File: src/rtl/sysid_regs_if.sv
// Avalon-MM slave bus bundle for the system ID register block.
interface sysid_regs_if;
  logic [3:0]  address;
  logic        read;
  logic        write;
  logic [31:0] writedata;
  logic [3:0]  byteenable;
  logic [31:0] readdata;
  logic        readdatavalid;

  modport master (
    output address, read, write, writedata, byteenable,
    input  readdata, readdatavalid
  );

  modport slave (
    input  address, read, write, writedata, byteenable,
    output readdata, readdatavalid
  );
endinterface

File: src/rtl/sysid_regs.sv
// System ID register block: constant ID/timestamp/user words, 64-bit uptime with
// high-word snapshot, and one byte-writable scratch register. Fixed 1-cycle read latency.
module sysid_regs #(
  parameter logic [31:0]  ID_VALUE   = 32'h58505350,
  parameter logic [31:0]  TIMESTAMP  = 32'h00000000,
  parameter int unsigned  USER_WORDS = 2,
  parameter logic [255:0] USER_DATA  = '0
) (
  input logic        clock,
  input logic        reset,
  sysid_regs_if.slave bus
);

  if (USER_WORDS > 8) begin : g_bad_user_words
    $error("sysid_regs: USER_WORDS must be in 0..8");
  end

  localparam logic [3:0] UserWordsNib = 4'(USER_WORDS);

  logic [63:0] r_uptime;
  logic [31:0] r_snap;
  logic [31:0] r_scratch;
  logic [31:0] r_rdata;
  logic        r_rvalid;

  logic [31:0] w_rdata;
  logic [31:0] w_user;
  logic [31:0] w_scratch_nx;
  logic        w_scratch_we;

  always_comb begin
    w_user = '0;
    if ({28'd0, bus.address[2:0]} < USER_WORDS) begin
      w_user = USER_DATA[{bus.address[2:0], 5'd0} +: 32];
    end
  end

  always_comb begin
    w_rdata = '0;
    if (bus.address[3]) begin
      w_rdata = w_user;
    end else begin
      case (bus.address[2:0])
        3'd0:    w_rdata = ID_VALUE;
        3'd1:    w_rdata = TIMESTAMP;
        3'd2:    w_rdata = r_uptime[31:0];
        3'd3:    w_rdata = r_snap;
        3'd4:    w_rdata = r_scratch;
        3'd5:    w_rdata = {28'd0, UserWordsNib};
        default: w_rdata = '0;
      endcase
    end
  end

  // A concurrent read wins: the write is dropped entirely.
  assign w_scratch_we = bus.write && !bus.read && (bus.address == 4'd4);

  always_comb begin
    w_scratch_nx = r_scratch;
    for (int k = 0; k < 4; k++) begin
      if (bus.byteenable[k]) begin
        w_scratch_nx[8*k +: 8] = bus.writedata[8*k +: 8];
      end
    end
  end

  always_ff @(posedge clock or posedge reset) begin
    if (reset) begin
      r_uptime  <= '0;
      r_snap    <= '0;
      r_scratch <= '0;
      r_rdata   <= '0;
      r_rvalid  <= 1'b0;
    end else begin
      r_uptime <= r_uptime + 64'd1;
      r_rvalid <= bus.read;
      if (bus.read) begin
        r_rdata <= w_rdata;
        // Low-word read latches the matching high word for a coherent 64-bit pair.
        if (bus.address == 4'd2) begin
          r_snap <= r_uptime[63:32];
        end
      end
      if (w_scratch_we) begin
        r_scratch <= w_scratch_nx;
      end
    end
  end

  assign bus.readdata      = r_rdata;
  assign bus.readdatavalid = r_rvalid;

endmodule
File: src/flat_wrapper.sv
// flat-port wrapper written by rule: the top's interface ports become plain ports
module sysid_regs_flat 
#(
  parameter logic [31:0]  ID_VALUE   = 32'h58505350,
  parameter logic [31:0]  TIMESTAMP  = 32'h00000000,
  parameter int unsigned  USER_WORDS = 2,
  parameter logic [255:0] USER_DATA  = '0
)
  (clock, reset, bus_address, bus_read, bus_write, bus_writedata, bus_byteenable, bus_readdata, bus_readdatavalid);
  sysid_regs_if bus_i ();
  input logic clock;
  input logic reset;
  input wire logic [$bits(bus_i.address)-1:0] bus_address;
  input wire logic [$bits(bus_i.read)-1:0] bus_read;
  input wire logic [$bits(bus_i.write)-1:0] bus_write;
  input wire logic [$bits(bus_i.writedata)-1:0] bus_writedata;
  input wire logic [$bits(bus_i.byteenable)-1:0] bus_byteenable;
  output wire logic [$bits(bus_i.readdata)-1:0] bus_readdata;
  output wire logic [$bits(bus_i.readdatavalid)-1:0] bus_readdatavalid;
  assign bus_i.address = bus_address;
  assign bus_i.read = bus_read;
  assign bus_i.write = bus_write;
  assign bus_i.writedata = bus_writedata;
  assign bus_i.byteenable = bus_byteenable;
  assign bus_readdata = bus_i.readdata;
  assign bus_readdatavalid = bus_i.readdatavalid;
  sysid_regs #(.ID_VALUE(ID_VALUE), .TIMESTAMP(TIMESTAMP), .USER_WORDS(USER_WORDS), .USER_DATA(USER_DATA)) u_core (.clock(clock), .reset(reset), .bus(bus_i));
endmodule
File: config.mk
export PLATFORM = sky130hd
export DESIGN_NAME = sysid_regs_flat
export DESIGN_NICKNAME = d
export VERILOG_FILES = /design/src/rtl/sysid_regs_if.sv /design/src/rtl/sysid_regs.sv /design/src/flat_wrapper.sv
export SDC_FILE = /design/constraint.sdc
export NUM_CORES = 1
export LEC_CHECK = 0
export ABC_AREA = 1
export CORE_MARGIN = 8
export CORE_UTILIZATION = 30
export CTS_CLUSTER_DIAMETER = 50
export DETAILED_ROUTE_END_ITERATION = 10
export DONT_BUFFER_PORTS = 1
export PLACE_DENSITY = 0.44
export SLEW_MARGIN = 5
export SYNTH_ARGS = -nofsm -noshare
export SYNTH_HDL_FRONTEND = slang
export SYNTH_SLANG_ARGS = --single-unit
export TNS_END_PERCENT = 50
File: constraint.sdc
create_clock -name clock -period 7.5 [get_ports clock]
set_clock_uncertainty 0.15 [all_clocks]
set_input_delay 0 -clock clock [delete_from_list [all_inputs] [get_ports clock]]
set_output_delay 0 -clock clock [all_outputs]
set_load 0.05 [all_outputs]
[After elaboration in Yosys (flattened, before gate mapping)]
Index checks and enable logic that the tools add are counted.
Storage, ports and cells
  output and inout port bits: 33
  register bits: 161
  logic and storage cells: 29
  input bits: 44
Cells by class
  eq/ne operators: 6
  $add $sub $neg: 1
  muxes and demuxes: 3
  $lt $le $gt $ge: 1
  reduce and logical (&&, ||, !) cells: 9
  shift-type cells: 1
Operators with widths (number)
  256-bit by 9-bit variable part select with 32-bit output, first input constant: 1
  32-bit case mux with 5 select lines: 1
  64-bit by 1-bit adder with 64-bit output, second input constant: 1
  32-bit two-way mux: 2
  2-bit AND reduction: 5
  3-bit by 2-bit equality test with 1-bit output, second input constant: 2
  3-bit equality test, second input constant: 2
  4-bit by 2-bit equality test with 1-bit output, second input constant: 1
  4-bit by 3-bit equality test with 1-bit output, second input constant: 1
  3-bit zero test: 1
  3-bit by 2-bit < comparator with 1-bit output, second input constant: 1
  1-bit logical AND: 2
  1-bit zero test: 1

[Depth between registers and ports, before layout]
  depth in word-level cells: 4
  depth in mapped cells: 10
  mapped depth without buffers: 9

[Worst setup path before layout]
Ideal clock, no wire load.
  path type: register to register
  start: register u_core.r_uptime[0]
  end: register u_core.r_uptime[32]
  data arrival time: 1.413 ns
  required time: 7.228 ns
  path buffers: 1
  period minus slack after synthesis: 1.685 ns
  setup slack: 5.815 ns
  cell stages (with the launch flop): 9
  cell sequence: dfrtp_1 ha_1 clkbuf_2 nand3_1 inv_1 nand2_1 nor2_1 nand2_1 xor2_1
On the way
  longest elaborated chain between the ends: 1
RTL lines
  from (decl): RTL line sysid_regs.sv:20  | logic [63:0] r_uptime;
  from (signal assigned): RTL line sysid_regs.sv:75  | r_uptime <= r_uptime + 64'd1;
  64-bit by 1-bit adder with 64-bit output: RTL line sysid_regs.sv:75
No other way between the ends.
A chain may end at the register's enable or synchronous reset.

[Final worst setup path]
  start: input port bus_address[1]
  end: register u_core.r_scratch[24]
On the way
  longest elaborated chain between the ends: 3
RTL lines
  from (decl): RTL line flat_wrapper.sv:13  | input wire logic [$bits(bus_i.address)-1:0] bus_address;
  4-bit by 3-bit equality test with 1-bit output: RTL line sysid_regs.sv:56  | assign w_scratch_we = bus.write && !bus.read && (bus.address == 4'd4);
  1-bit logical AND: RTL line sysid_regs.sv:56
  2-bit AND reduction (no line)
  to (signal assigned): RTL line sysid_regs.sv:85  | r_scratch <= w_scratch_nx;
  to (decl): RTL line sysid_regs.sv:22  | logic [31:0] r_scratch;
No other way between the ends.

==> impl_metrics.csv <==
group,metric,value,unit
worst_setup_path,reg2regPathDepth,6,
worst_setup_path,regToRegEndpoint,"u_core.bus.readdata[5]",
worst_setup_path,timing.critical_path.from_type,"input port",
flow_run,timing.max_cap.violations,0,
placement,detailed_place.area,0.00837,mm^2
worst_hold_path,worstHoldStart,"bus_read",
clocking,worst_setup_hold_path_clk_slew,0.07,ns
clocking,worstSkewPairLatency,0.43,ns
synth,synth.mux.area_fraction,0,%
power_and_ir_drop,power.ir.vdd_worst,0.161,mV
floorplan,std_cell_rows,60,
finish,post_layout_inst_area,0.0101,mm^2
placement,place_ws,4.95,ns
clocking,htree_num_levels,4,
worst_setup_path,critical_path.max_fanout,19,
placement,dp_hpwl,20000,um
worst_setup_path,type_of_the_setup_path_with_the_least_slack,"input port to flop",
synth,synth_warnings,0,
routing,via_count,7140,
worst_setup_path,worstPathRequired,7.72,ns
timing,rsz0062_at_grt,"no",
clocking,cts-root-buf,"sky130_fd_sc_hd__clkbuf_16",
timing,fin_ws,4.47,ns
worst_setup_path,startpoint_of_the_worst_slack_reg_to_reg_timing_path,"u_core.r_snap[5]",
placement,numPortBuffers,0,
synth,distinct_cell_type_count_after_synthesis,28,
synth,syn_nets,1115,
routing,dr.first_iter.drc_count,511,
status,run_status,"complete, no violations",
clocking,ctsLongestPathBuffers,2,
routing,route.antenna.remaining_nets,0,
finish,area_growth,24.7,%
grt,grt.total_usage,16.6,%
routing,drc,0,
synth,syn-instance-count,1070,
synth,register_bit_count_reported_by_yosys,161,
worst_hold_path,worstHoldPathType,"input port to flop",
synth,synthAdderAreaFrac,0.155,%
worst_hold_path,holdPathEnd,"u_core.bus.readdatavalid",
finish,drive_gt1_share,4.90,%
finish,num-nets-final,1216,
floorplan,fp.dieW,180,um
timing,timing.final.max_slew_violations,0,
synth,post_synth.cell_area_avg,7.54,um^2
clocking,tritoncts,"built",
routing,route.detailed.vias_per_inst,4.68,
floorplan,pin_count,77,
clocking,cts_made_buffers,17,
worst_hold_path,worst_hold_stages,1,
floorplan,chip_height,180,um
grt,grt_pass1_vias,7235,
grt,grt-ovfl-total,0,
timing,final-hold-violation-count,0,
timing,fmaxAchievable,330,MHz
routing,routed_wire_length_per_instance,17.4,um
worst_setup_path,r2r_slack,5.43,ns
placement,gpl.final_weighted_congestion,0.930,
synth,yosysSeqAreaShare,49.9,%
grt,grt_start_max_net_pins,65,
routing,drt_pass1_iterations,5,
power_and_ir_drop,totalPowerFinal,2000,uW
finish,diodes,0,
worst_setup_path,cp_data_arrival_time,3.25,ns
timing,worstMarginPinSlew,1.09,ns
synth,main_combinational_cell_family_by_area_after_synthesis,"simple AND/OR/NAND/NOR gates",
timing,setup_violations_final,0,
grt,grt_first_pass_wirelength,42300,um
floorplan,die_area,0.0324,mm^2
clocking,post_cts_buffers,0,
timing,post-route-min-period,3.03,ns
timing,timing.final.crit_share,40.4,%
routing,wl,26500,um
worst_setup_path,worst_setup_path_end_kind,"flop",
timing,timing.slew.headroom,27.0,%
finish,fillers,2775,
power_and_ir_drop,power-per-cell-area,198,mW/mm^2
synth,complex_gate_fraction_of_the_synthesized_area,9.16,%
synth,synthSimpleGateAreaFrac,30.1,%
floorplan,core-area,0.0267,mm^2
floorplan,effective_utilization_at_floorplan,30.3,%
timing,final.setup.tns,0,ns
power_and_ir_drop,leakage_power_figure,0.00421,uW
clocking,clock-sinks,161,
synth,area_share_of_xor_xnor_cells_in_the_synthesized_design,3.47,%
grt,grt_antenna_before_repair,0,
synth,syn_area,0.00807,mm^2
[cells in the mapped netlist]
library cell | number | area share, %
sky130_fd_sc_hd__o21ai_1 | 8 | 0.50
sky130_fd_sc_hd__nand2_1 | 387 | 18
sky130_fd_sc_hd__inv_2 | 2 | 0.093
sky130_fd_sc_hd__xnor2_1 | 3 | 0.33
sky130_fd_sc_hd__o221ai_1 | 11 | 1.2
sky130_fd_sc_hd__nand2_4 | 1 | 0.14
sky130_fd_sc_hd__dfrtp_1 | 161 | 50
sky130_fd_sc_hd__nor2_2 | 4 | 0.31
sky130_fd_sc_hd__clkbuf_1 | 12 | 0.56
sky130_fd_sc_hd__nand3_4 | 1 | 0.22
sky130_fd_sc_hd__o21ai_0 | 108 | 6.7
sky130_fd_sc_hd__nand2_2 | 3 | 0.23
sky130_fd_sc_hd__ha_1 | 1 | 0.16
sky130_fd_sc_hd__nand4_1 | 18 | 1.4
sky130_fd_sc_hd__nor2_1 | 149 | 6.9
sky130_fd_sc_hd__xor2_1 | 29 | 3.1
sky130_fd_sc_hd__clkinv_2 | 1 | 0.062
sky130_fd_sc_hd__buf_6 | 2 | 0.28
sky130_fd_sc_hd__nand3_2 | 1 | 0.12
sky130_fd_sc_hd__nor2_4 | 7 | 0.98
sky130_fd_sc_hd__nand3_1 | 23 | 1.4
sky130_fd_sc_hd__buf_2 | 7 | 0.43
sky130_fd_sc_hd__clkbuf_2 | 2 | 0.12
sky130_fd_sc_hd__inv_1 | 112 | 5.2
sky130_fd_sc_hd__nor2_8 | 1 | 0.25
sky130_fd_sc_hd__buf_4 | 5 | 0.47
sky130_fd_sc_hd__nor3_1 | 1 | 0.062
sky130_fd_sc_hd__o22ai_1 | 10 | 0.78
[metal layers]
layer	track usage, %	routed length [um]	share of wire, %	vias up
met3	3.33	1180	4.4	24
li1	-	-	-	3562
met2	26.4	12100	46	151
met4	4.40	390	1.5	0
met1	22.8	12800	48	3403
met5	0	0	0	-
[worst max path at each step]
stage	from	slack, ns	to
after floorplan	reset	3.00	u_core.bus.readdata[0]
after global placement	bus_address[2]	5.06	u_core.r_snap[30]
after detailed placement	bus_address[2]	4.95	u_core.r_snap[24]
after CTS	bus_address[1]	4.48	u_core.r_scratch[24]
after global routing	bus_address[1]	4.31	u_core.r_scratch[24]
final	bus_address[1]	4.47	u_core.r_scratch[24]
[report_power, final]
group / leakage (uW) / internal, uW / switching (uW)
Sequential: 0.00215 / 904 / 36.5
Combinational: 0.00177 / 74.1 / 79.0
Clock: 0.000290 / 501 / 402
Total: 0.00421 / 1480 / 518
[cell usage in the layout, fill, tap and decap left out, drive strengths merged]
cell type	Yosys	layout
nand2	391	391
dfrtp	161	161
nor2	161	161
inv	114	120
o21ai	116	116
dlygate4sd3	0	106
xor2	29	29
nand3	25	25
nand4	18	18
clkbuf	14	17
o221ai	11	11
o22ai	10	10
clkinv	1	6
buf	14	4
xnor2	3	3
bufinv	0	2
clkinvlp	0	2
nor3	1	1
ha	1	1
[kinds of logic after synthesis]
| family | count (synthesis) |
|---|---|
| adders and majority gates | 1 |
| buffers and inverters | 143 |
| AOI/OAI and AO/OA | 137 |
| xor gates and xnor gates | 32 |
| DFF | 161 |
| and+or+nand+nor | 596 |
[final cells by class]
class	count	area [um^2]	share of cell area, %
Clock inverter	15	174	1.73
Timing Repair Buffer	110	1110	11.0
Clock buffer	17	425	4.23
Multi-Input combinational cell	766	3460	34.4
Sequential cell	161	4030	40.0
Tap cell	341	427	4.24
Inverter	115	438	4.35
[per-stage QoR]
stage,util [%],std cells,hold slack [ns]
6_report,37.8,1525,0.0508
5_1_grt,37.8,1525,0.0449
4_1_cts,37.8,1525,0.0157
3_5_place_dp,31.4,1386,-0.190
3_3_place_gp,31.4,1386,-0.190
2_1_floorplan,-,1070,-0.119
[worst max-delay path, cell delays in order]
cell	delay [ns]
sky130_fd_sc_hd__dlygate4sd3_1	0.69
sky130_fd_sc_hd__nor2_8	0.27
sky130_fd_sc_hd__nand2_4	0.22
sky130_fd_sc_hd__clkinv_2	0.14
sky130_fd_sc_hd__nand3_4	0.26
sky130_fd_sc_hd__nor2_4	0.34
sky130_fd_sc_hd__nand2_1	0.08
sky130_fd_sc_hd__dlygate4sd3_1	0.57
sky130_fd_sc_hd__o21ai_0	0.08
sky130_fd_sc_hd__dlygate4sd3_1	0.57
[state kept, by name (all words and copies together), names as in the netlist]
name and cells:
u_core.r_snap 32, u_core.bus.readdata 32, u_core.r_uptime 64, u_core.r_scratch 32, u_core.bus.readdatavalid 1
[repair_timing]
item	in CTS	in global routing
endpoints found under the hold margin	117	0
resized for setup	0	0
hold buffers	107	0
Note: power is estimated with default switching activity, not from simulation.
